File: config.mk
export PLATFORM = sky130hd
export DESIGN_NAME = cla_pipe_adder
export DESIGN_NICKNAME = d
export VERILOG_FILES = /design/src/rtl/cla_pipe_adder.sv
export SDC_FILE = /design/constraint.sdc
export NUM_CORES = 1
export LEC_CHECK = 0
export CORE_MARGIN = 2
export CORE_UTILIZATION = 30
export CTS_CLUSTER_DIAMETER = 120
export DETAILED_ROUTE_END_ITERATION = 6
export GPL_ROUTABILITY_DRIVEN = 0
export PLACE_DENSITY = 0.52
export SLEW_MARGIN = 20
export SYNTH_ARGS = -nofsm -noshare
export SYNTH_HDL_FRONTEND = slang
export SYNTH_SLANG_ARGS = --single-unit
File: constraint.sdc
create_clock -name clk -period 5.7 [get_ports clk]
set_input_delay 1.14 -clock clk [delete_from_list [all_inputs] [get_ports clk]]
set_output_delay 1.14 -clock clk [all_outputs]
set_load 0.05 [all_outputs]
File: src/rtl/cla_pipe_adder.sv
// Pipelined carry-lookahead adder/subtractor: BLOCK-bit lookahead groups, a register rank every
// BLOCKS_PER_STAGE groups, operand skew / sum deskew, and a valid/ready handshake on both sides.
module cla_pipe_adder #(
  parameter int WIDTH            = 32,
  parameter int BLOCK            = 4,
  parameter int BLOCKS_PER_STAGE = 2
) (
  input  logic             clk,
  input  logic             rst_n,
  input  logic             in_valid,
  output logic             in_ready,
  input  logic [WIDTH-1:0] in_a,
  input  logic [WIDTH-1:0] in_b,
  input  logic             in_cin,
  input  logic             in_sub,
  output logic             out_valid,
  input  logic             out_ready,
  output logic [WIDTH-1:0] out_sum,
  output logic             out_cout,
  output logic             out_ovf,
  output logic             out_zero
);
  localparam int SW   = BLOCK * BLOCKS_PER_STAGE;
  localparam int NSTG = WIDTH / SW;
  // Rank k holds {b slices k.., a slices k.., sum slices ..k-1}: 2*WIDTH - k*SW bits, packed back to back.
  localparam int TOT  = NSTG * 2 * WIDTH - SW * NSTG * (NSTG - 1) / 2;

  logic             adv;
  logic [TOT-1:0]   pipe_reg, pipe_next;
  logic [NSTG-1:0]  v_reg, v_next, c_reg, c_next;
  logic [WIDTH-1:0] res_next;
  logic             cout_next, ovf_next;

  assign adv      = !out_valid | out_ready;
  assign in_ready = adv;

  assign pipe_next[0 +: WIDTH]     = in_a;
  assign pipe_next[WIDTH +: WIDTH] = in_sub ? ~in_b : in_b;
  assign c_next[0]                 = in_sub | in_cin;
  assign v_next[0]                 = in_valid;

  for (genvar gi = 0; gi < NSTG; gi++) begin : g_stage
    localparam int LO  = gi * SW;
    localparam int OW  = WIDTH - LO;
    localparam int OFF = gi * 2 * WIDTH - SW * gi * (gi - 1) / 2;

    logic [OW-1:0]    a_hi, b_hi;
    logic [SW-1:0]    g, p, s;
    logic [SW:0]      c;
    logic [LO+SW-1:0] done;

    assign a_hi = pipe_reg[OFF+LO +: OW];
    assign b_hi = pipe_reg[OFF+LO+OW +: OW];
    assign g    = a_hi[SW-1:0] & b_hi[SW-1:0];
    assign p    = a_hi[SW-1:0] ^ b_hi[SW-1:0];

    // Each group's recurrence flattens to lookahead; group carry-outs chain into the next group.
    always_comb begin
      c    = '0;
      c[0] = c_reg[gi];
      for (int gb = 0; gb < BLOCKS_PER_STAGE; gb++) begin
        for (int gk = 0; gk < BLOCK; gk++) begin
          c[gb*BLOCK+gk+1] = g[gb*BLOCK+gk] | (p[gb*BLOCK+gk] & c[gb*BLOCK+gk]);
        end
      end
    end

    assign s = p ^ c[SW-1:0];

    if (gi == 0) begin : g_first
      assign done = s;
    end else begin : g_rest
      assign done = {s, pipe_reg[OFF +: LO]};
    end

    if (gi < NSTG - 1) begin : g_fwd
      localparam int OFF1 = (gi + 1) * 2 * WIDTH - SW * (gi + 1) * gi / 2;
      assign pipe_next[OFF1 +: LO+SW]              = done;
      assign pipe_next[OFF1+LO+SW +: OW-SW]        = a_hi[OW-1:SW];
      assign pipe_next[OFF1+LO+SW+OW-SW +: OW-SW]  = b_hi[OW-1:SW];
      assign c_next[gi+1]                          = c[SW];
      assign v_next[gi+1]                          = v_reg[gi];
    end else begin : g_last
      assign res_next  = done;
      assign cout_next = c[SW];
      assign ovf_next  = c[SW] ^ c[SW-1];
    end
  end

  always_ff @(posedge clk or negedge rst_n) begin
    if (!rst_n) begin
      pipe_reg  <= '0;
      v_reg     <= '0;
      c_reg     <= '0;
      out_valid <= 1'b0;
      out_sum   <= '0;
      out_cout  <= 1'b0;
      out_ovf   <= 1'b0;
      out_zero  <= 1'b0;
    end else if (adv) begin
      pipe_reg  <= pipe_next;
      v_reg     <= v_next;
      c_reg     <= c_next;
      out_valid <= v_reg[NSTG-1];
      out_sum   <= res_next;
      out_cout  <= cout_next;
      out_ovf   <= ovf_next;
      out_zero  <= (res_next == '0);
    end
  end
endmodule

**Yosys cells after proc, flatten, opt, wreduce, memory -nomap -nowiden**

Index checks and enable logic that the tools add are counted.
Widths: inputs -> output; s select.

- Flip-flop bits (word level): 252
- Word-level logic and storage cells: 91
- Output and inout bits: 37

- Bitwise gates (word level): 80
- Multiplexer cells: 1
- Reduce and logical (&&, ||, !) cells: 2

Operators by type and width:

| operator | number |
|---|---|
| $xor 8x8->8 | 8 |
| $or 1x1->1 | 34 |
| $and 1x1->1 | 32 |
| $and 8x8->8 | 4 |
| $logic_not 32->1 | 1 |
| $mux 32 | 1 |
| $not 32->32 | 1 |
| $logic_not 1->1 | 1 |
| $xor 1x1->1 | 1 |

**Longest topological paths before layout**

Gate-level depths: netlist of the first run.

- Depth after elaboration: 18
- Gate-level depth with buffers: 13
- Gate-level depth less buffers: 13

**Least setup slack after synthesis of the first run**

No wires, ideal clock.

- Path type: flip-flop to flip-flop
- Start: register pipe_reg[192]
- End: register out_zero
- Cell stages (with the launch flop): 14
- Setup slack: 2018 ps
- Library setup time: 126 ps
- Buffers on the path: 0
- Clock period less this slack: 3682 ps
- Data required time: 5574 ps
- Arrival time: 3556 ps
- Cell sequence: dfrtp_1 -> inv_1 -> fa_1 -> inv_1 -> fa_1 -> fa_1 -> fa_1 -> fa_1 -> fa_1 -> fa_1 -> inv_1 -> fa_1 -> nand4_1 -> o41ai_2

- Longest elaborated chain between the ends: 17

Ends and longest elaborated chain:

| item | RTL line | source |
|---|---|---|
| start, declared | 29 | `logic [TOT-1:0] pipe_reg, pipe_next;` |
| start signal, assigned | 101 | `pipe_reg <= pipe_next;` |
| $xor 8x8->8 | 55 | `assign p = a_hi[SW-1:0] ^ b_hi[SW-1:0];` |
| $and 1x1->1 | 63 | `c[gb*BLOCK+gk+1] = g[gb*BLOCK+gk] \| (p[gb*BLOCK+gk] & c[gb*BLOCK+gk]);` |
| $or 1x1->1 | 63 |  |
| $and 1x1->1 | 63 |  |
| $or 1x1->1 | 63 |  |
| $and 1x1->1 | 63 |  |
| $or 1x1->1 | 63 |  |
| $and 1x1->1 | 63 |  |
| $or 1x1->1 | 63 |  |
| $and 1x1->1 | 63 |  |
| $or 1x1->1 | 63 |  |
| $and 1x1->1 | 63 |  |
| $or 1x1->1 | 63 |  |
| $and 1x1->1 | 63 |  |
| $or 1x1->1 | 63 |  |
| $xor 8x8->8 * | 68 | `assign s = p ^ c[SW-1:0];` |
| $logic_not 32->1 * | 108 | `out_zero <= (res_next == '0);` |
| end signal, assigned | 108 |  |
| end, declared | 21 | `output logic out_zero` |

Every way passes the cells marked *; elsewhere a longest branch is shown, timed or not.
A chain may end at the register's enable or synchronous reset.

**Worst setup path after layout of the first run**

- Start: input port out_ready
- End: output port in_ready

- Longest elaborated chain between the ends: 1

Ends and longest elaborated chain:

| item | RTL line | source |
|---|---|---|
| start, declared | 17 | `input logic out_ready,` |
| $or 1x1->1 | 34 | `assign adv = !out_valid \| out_ready;` |
| end, declared | 11 | `output logic in_ready,` |

Every way passes these cells.

==> metrics.md, run 1 <==
| Metric | Value |
|---|---|
| Htree depth | 1 |
| Chip Width | 192 um |
| Placed instance area | 11,800 sq um |
| Crit-path max FO | 51 |
| CTS tree | built |
| TNS Setup | 0 ns |
| Power Dens Cells | 589 nW/um^2 |
| Initial DRC Count | 336 |
| GRT Overall Usage | 12.6% |
| Synthesized instance count | 1,110 |
| Worst-path clk slew | 0.06 ns |
| Final setup fails | 0 |
| WHS Path Cells | 2 |
| Global-route wire length before repair | 37.4 mm |
| Share of layout cells above drive strength 1 | 5.21% |
| Post-CTS Hold Buffers | 0 |
| Commonest non-fill, non-tap cell in the layout | nand2_1 |
| Fin crit share | 69.0% |
| Most frequent cells in the layout | nand2_1 (618), dfrtp_1 (252), clkdlybuf4s50_1 (104), o21ai_0 (48), fa_1 (32) |
| Synth unique cells | 20 |
| Outcome | complete, no violations |
| Die H | 192 um |
| Worst-Skew Late Latency | 0.52 ns |
| R2R Path End | out_zero |
| Largest net degree at the start of global routing | 253 |
| Critical path launch point type | input pin |
| Vias in the first global route | 7,143 |
| Drt first pass iters | 5 |
| Register area | 6310 sq um |
| Hold wc startpoint | out_sum[17] |
| Critical Path RT | 4.56 ns |
| Synth Cell Area | 10,600 sq um |
| Max FFs per register | 208 |
| Rel. slew slack | 31.5% |
| Row count | 68 |
| Die area | 36,700 sq um |
| Synth Register Bits | 252 |
| # Post-CTS Setup Buffers | 0 |
| YS warnings | 0 |
| Fin. Hold Viols | 0 |
| Pleak | 0.00629 uW |
| RR Startpoint | pipe_reg[200] |
| Boundary pin count | 107 |
| Slew @ Worst Pin | 1.03 ns |
| CTS resizes | 0 |
| GRT overflow | 0 |
| Final ANT Viol Nets | 0 |
| Max Root-Sink Buffers | 3 |
| Via/cell ratio | 4.23 |
| Core area | 34,600 sq um |
| IO Port Bufs | 106 |
| Number of remaining DRC errors | 0 |
| Initial core utilization | 30.5% |
| Post-route minimum period | 3.93 ns |
| Fin util | 37.0% |
| Syn Nets | 1,212 |
| Slew Limit Fails | 0 |
| R2r worst-path depth | 13 |
| Via count | 7,036 |
| Ant. Diodes | 0 |
| Worst Hold End | out_sum[17] |
| RSZ-0062 raised after global routing | false |
| Total CTS buffers | 27 |
| Final wirelength | 22.5 mm |
| Final nets | 1,294 |
| Finished Cell Area | 12,800 sq um |
| Root buf cell | clkbuf_16 |
| Post-synthesis to final-layout area growth | 21.5% |
| CTS Sinks | 252 |
| Fmax | 254 MHz |
| R2R Setup Slk | 1.77 ns |
| Clock Skews | 0.0106 ns |
| Multi-input logic area | 3730 sq um |
| Fill cell count | 3,514 |
| Final HPWL from detailed placement | 14.4 mm |
| Crit end category | output pin |
| Maximum vdd drop | 286 uV |
| Routed wire length per instance | 13.6 um |
| Sequential share of the synthesized area | 59.7% |
| Max-Cap Viols | 0 |
| CP Data Arrival Time | 2.79 ns |
| Initial antenna violation count | 0 |
| Hold Crit Class | reg2reg |
| Crit Path Class | in2out |
| Synth Area per Inst | 9.51 sq um |
==> worst max path at each step <==
stage	start	endpoint	slack [ns]	cells after the start
global placement	out_ready	in_ready	1.75	4
finish	out_ready	in_ready	1.77	4
floorplan	pipe_reg[192]	out_zero	2.02	13
global route	pipe_reg[200]	out_zero	1.56	12
detailed placement	out_ready	in_ready	1.75	4
CTS	out_ready	in_ready	1.75	4
==> cells in the mapped netlist <==
master	count	area (sq um)
a21oi_1	5	25.0
a21oi_2	8	70.1
buf_2	26	130
buf_4	11	82.6
buf_6	15	169
clkbuf_1	7	26.3
dfrtp_1	252	6310
fa_1	32	641
inv_1	28	105
inv_4	1	6.26
nand2_1	618	2320
nand2b_1	1	6.26
nand4_1	2	12.5
nor2_1	14	52.6
nor2b_4	1	13.8
nor4_1	7	43.8
o21ai_0	48	240
o41ai_2	1	16.3
xnor2_1	30	263
xor2_1	3	26.3
==> final cells by class <==
cell class / instances / area share [%]
Timing Repair Buffer: 112 / 9.13
Inverter: 29 / 0.907
Tap cell: 455 / 4.44
Sequential cell: 252 / 49.2
Multi-Input combinational cell: 770 / 29.1
Clock inverter: 7 / 0.878
Clock buffer: 39 / 6.40
==> cells by family (layout without fill, tap and decap cells) <==
logic type / after synthesis / in the layout / synth area share [%]
xor+xnor: 33 / 33 / 2.74
buf+inv: 88 / 187 / 4.92
compound gates: 62 / 62 / 3.33
simple gates: 643 / 643 / 23.2
fa+ha+maj: 32 / 32 / 6.07
flops: 252 / 252 / 59.7
==> critical path: stages <==
cell and delay (ns):
clkdlybuf4s50_1 0.50, nor2b_4 0.07, inv_8 0.22, clkdlybuf4s50_1 0.86
==> per-stage QoR <==
| step | total power [uW] | setup slack [ns] | cells | hold slack [ns] |
|---|---|---|---|---|
| 2_1_floorplan | 4970 | 2.02 | 1110 | 0.430 |
| 3_3_place_gp | 5770 | 1.75 | 1616 | 0.449 |
| 3_5_place_dp | 5840 | 1.75 | 1616 | 0.455 |
| 4_1_cts | 7690 | 1.75 | 1662 | 0.466 |
| 5_1_grt | 8210 | 1.56 | 1664 | 0.484 |
| 6_report | 7560 | 1.77 | 1664 | 0.462 |
==> power by group <==
part,leakage [uW],internal (uW),switching [uW]
Clock,0.000461,1120,687
Combinational,0.00277,980,1680
Sequential,0.00305,2590,505
==> metal layers <==
metal  global-route usage (%)  part of all wire [%]  vias to the layer above  wire, um
met3                     1.92                   4.3                       33       959
met5                        0                     0                        -         0
met4                     3.46                   1.9                        0       430
met1                     18.9                    51                     3339     11600
met2                     18.9                    42                      113      9570
li1                         -                     -                     3551         -
(Power assumes the default switching activity.)
==> run 2: changes to the inputs <==
==> constraint.sdc (replaced) <==
create_clock -name clk -period 3.7 [get_ports clk]
set_input_delay 0.74 -clock clk [delete_from_list [all_inputs] [get_ports clk]]
set_output_delay 0.74 -clock clk [all_outputs]
set_load 0.05 [all_outputs]
==> run 2 against run 1 <==
Worst setup slack worse by 1.6 ns. Largest power group unchanged. First-iteration DRC count up 27%. Critical path depth up 9. Sequential share of layout area down 0.32 points. Highest routed layer unchanged. Hold slack worse by 0.25 ns. Flip-flop and latch count unchanged. Die area unchanged. Sequential power up 54%. Critical path type is now reg2reg. Register-to-register slack worse by 1.6 ns. Non-clock buffer count up 3. Cell count up 0.42%.
==> metrics.md, run 2 (synthesized netlist as in run 1, its figures left out) <==
| Metric | Value |
|---|---|
| Htree depth | 1 (unchanged) |
| Initial antenna violation count | 0 (unchanged) |
| Fin. Hold Viols | 0 (unchanged) |
| Routed wire length per instance | 13.5 um (-0.23%) |
| Final wirelength | 22.6 mm (+0.19%) |
| Slew Limit Fails | 0 (unchanged) |
| Final HPWL from detailed placement | 14.8 mm (+2.7%) |
| Die area | 36,700 sq um (unchanged) |
| Tot Pwr | 11,800 uW (+56%) |
| Ant. Diodes | 0 (unchanged) |
| Combinational fraction of design power | 35.0% (about the same) |
| Via count | 6,940 (-1.4%) |
| Worst-path clk slew | 0.06 ns (about the same) |
| CTS tree | built |
| Largest net degree at the start of global routing | 253 (unchanged) |
| RSZ-0062 raised after global routing | false |
| Post-synthesis to final-layout area growth | 22.3% |
| Vias in the first global route | 7,318 (+2.4%) |
| Final nets | 1,298 (+0.31%) |
| Max FFs per register | 208 (unchanged) |
| Max-Cap Viols | 0 (unchanged) |
| CP Data Arrival Time | 3.94 ns (+1.15 ns) |
| Critical path launch point type | flip-flop |
| Max Root-Sink Buffers | 3 (unchanged) |
| RR Startpoint | pipe_reg[192] |
| Chip Width | 192 um (unchanged) |
| Row count | 68 (unchanged) |
| Most frequent cells in the layout | nand2_1 (618), dfrtp_1 (252), clkdlybuf4s50_1 (103), o21ai_0 (48), xnor2_1 (30) |
| Post-route minimum period | 3.58 ns |
| Slew @ Worst Pin | 1.19 ns (+0.167 ns) |
| Final ANT Viol Nets | 0 (unchanged) |
| Cell Chain, Critical Path | inv_2 > fa_1 > inv_1 > fa_2 > fa_2 > fa_2 > fa_2 > fa_2 > fa_2 > inv_1 > fa_1 > nand4_1 > o41ai_2 |
| IO Port Bufs | 106 (unchanged) |
| Fmax | 279 MHz |
| GRT Overall Usage | 12.8% (+0.24 points) |
| Global-route wire length before repair | 38.2 mm (+2.1%) |
| TNS Setup | 0 ns (unchanged) |
| Power Dens Cells | 915 nW/um^2 (+55%) |
| Boundary pin count | 107 (unchanged) |
| Rel. slew slack | 20.4% (-11 points) |
| Die H | 192 um (unchanged) |
| Sw power | 4470 uW (+56%) |
| GRT overflow | 0 (unchanged) |
| Number of remaining DRC errors | 0 (unchanged) |
| Initial core utilization | 30.5% (unchanged) |
| Final setup margin | 0.119 ns (-1.65 ns) |
| P_int | 7340 uW (+56%) |
| CTS Sinks | 252 (unchanged) |
| Commonest non-fill, non-tap cell in the layout | nand2_1 |
| Switching Share | 37.8% (-0.10 points) |
| Sequential group share of total power | 40.4% (-0.5 points) |
| Critical-path top delay cell | fa_1 |
| Drt first pass iters | 4 (-1) |
| Gate family responsible for the most delay along the worst path | adder cells |
| Placed insts | 1,621 (+0.31%) |
| CP max stage delay | 0.42 ns (-0.44 ns) |
| Clock Skews | 0.0113 ns (+0.000713 ns) |
| Clock Power Share | 24.7% (+0.7 points) |
| Outcome | complete, no violations |
| Via/cell ratio | 4.15 (-1.8%) |
| Total CTS buffers | 28 (+3.7%) |
| Critical Path RT | 4.06 ns (-0.50 ns) |
| Crit path from | pipe_reg[192] |
| Pleak | 0.00629 uW (about the same) |
| Maximum vdd drop | 408 uV (+43%) |
| CP bufs+invs | 3 (unchanged) |
| Crit-path max FO | 2 (-96%) |
| Root buf cell | clkbuf_16 |
| Dpl ws | -0.213 ns (-1.96 ns) |
| Crit Path Class | reg2reg |
| # Post-CTS Setup Buffers | 0 (unchanged) |
| Non-filler instance count after layout | 1,671 (+0.42%) |
| Most frequent CP cell | fa_2 |
| Final setup fails | 0 (unchanged) |
| Initial DRC Count | 426 (+27%) |
| Fill cell count | 3,535 (+0.60%) |
| Fin crit share | 96.8% |
| Core area | 34,600 sq um (unchanged) |
| Crit end category | flip-flop |
| Hold Crit Class | in2async |
| Share of layout cells above drive strength 1 | 6.91% (+1.7 points) |
| Worst-Skew Late Latency | 0.53 ns (about the same) |
[run 2: cell types whose count changed in the layout (fill, tap and decap cells not counted), moves of 4 or more]
cell,change
buf_4,+4
inv_1,-4
fa_1,-16
inv_2,+4
fa_2,+16
clkbuf_8,-7
clkbuf_1,+7
[run 2: power by group through the flow]
stage | sequential [uW] | combinational [uW] | clock, uW
6_report | 4770 | 4130 | 2910
5_1_grt | 4950 | 4760 | 3130
4_1_cts | 4780 | 4210 | 3010
3_5_place_dp | 4820 | 4180 | 0
3_3_place_gp | 4790 | 4120 | 0
2_1_floorplan | 5240 | 2420 | 0
[run 2: stage by stage]
stage	area, sq um	utilization [%]	hold slack, ns
2_1_floorplan	10600	-	0.430
3_3_place_gp	11900	34.4	0.451
6_report	12900	37.3	0.211
3_5_place_dp	11900	34.4	0.454
5_1_grt	12900	37.3	0.244
4_1_cts	12900	37.2	0.218
[run 2: final cells by class]
cell class / instances / area, sq um / share of cell area (%)
Sequential cell: 252 / 6310 / 48.8
Multi-Input combinational cell: 770 / 3770 / 29.2
Timing Repair Buffer: 115 / 1180 / 9.11
Clock buffer: 41 / 801 / 6.20
Tap cell: 455 / 569 / 4.41
Clock inverter: 9 / 173 / 1.34
Inverter: 29 / 116 / 0.901
[run 2: path summary, 6_finish.rpt]
check	cells past startpoint	endpoint	slack, ns
max	13	out_zero	0.12
min	1	pipe_reg[20]	0.21
max reg2reg	13	out_zero	0.12
min reg2reg	2	out_sum[3]	0.46
max in group asynchronous	2	out_sum[3]	2.50
min in group clk	2	out_sum[3]	0.46
[run 2: repair_timing]
action                                  4_1_cts  5_1_grt
hold buffers                                  0        0
endpoints found under the setup margin        4        4
gates resized for setup                       6       14
cloned                                        0        0
pin swaps                                     2        0
[run 2: metal layers]
layer  share of wire [%]  global-route usage, %
met4                 1.3                   2.72
met3                 4.3                   1.94
met2                  43                   19.3
met5                   0                      0
met1                  52                   19.5
==> run 3: changes to the inputs <==
--- a/config.mk
+++ b/config.mk
@@ -11,7 +11,6 @@
 export DETAILED_ROUTE_END_ITERATION = 6
 export GPL_ROUTABILITY_DRIVEN = 0
 export PLACE_DENSITY = 0.52
-export SLEW_MARGIN = 20
 export SYNTH_ARGS = -nofsm -noshare
 export SYNTH_HDL_FRONTEND = slang
 export SYNTH_SLANG_ARGS = --single-unit
==> results of run 3 <==
No change in the layout: final DEF, timing and power equal those of run 2.
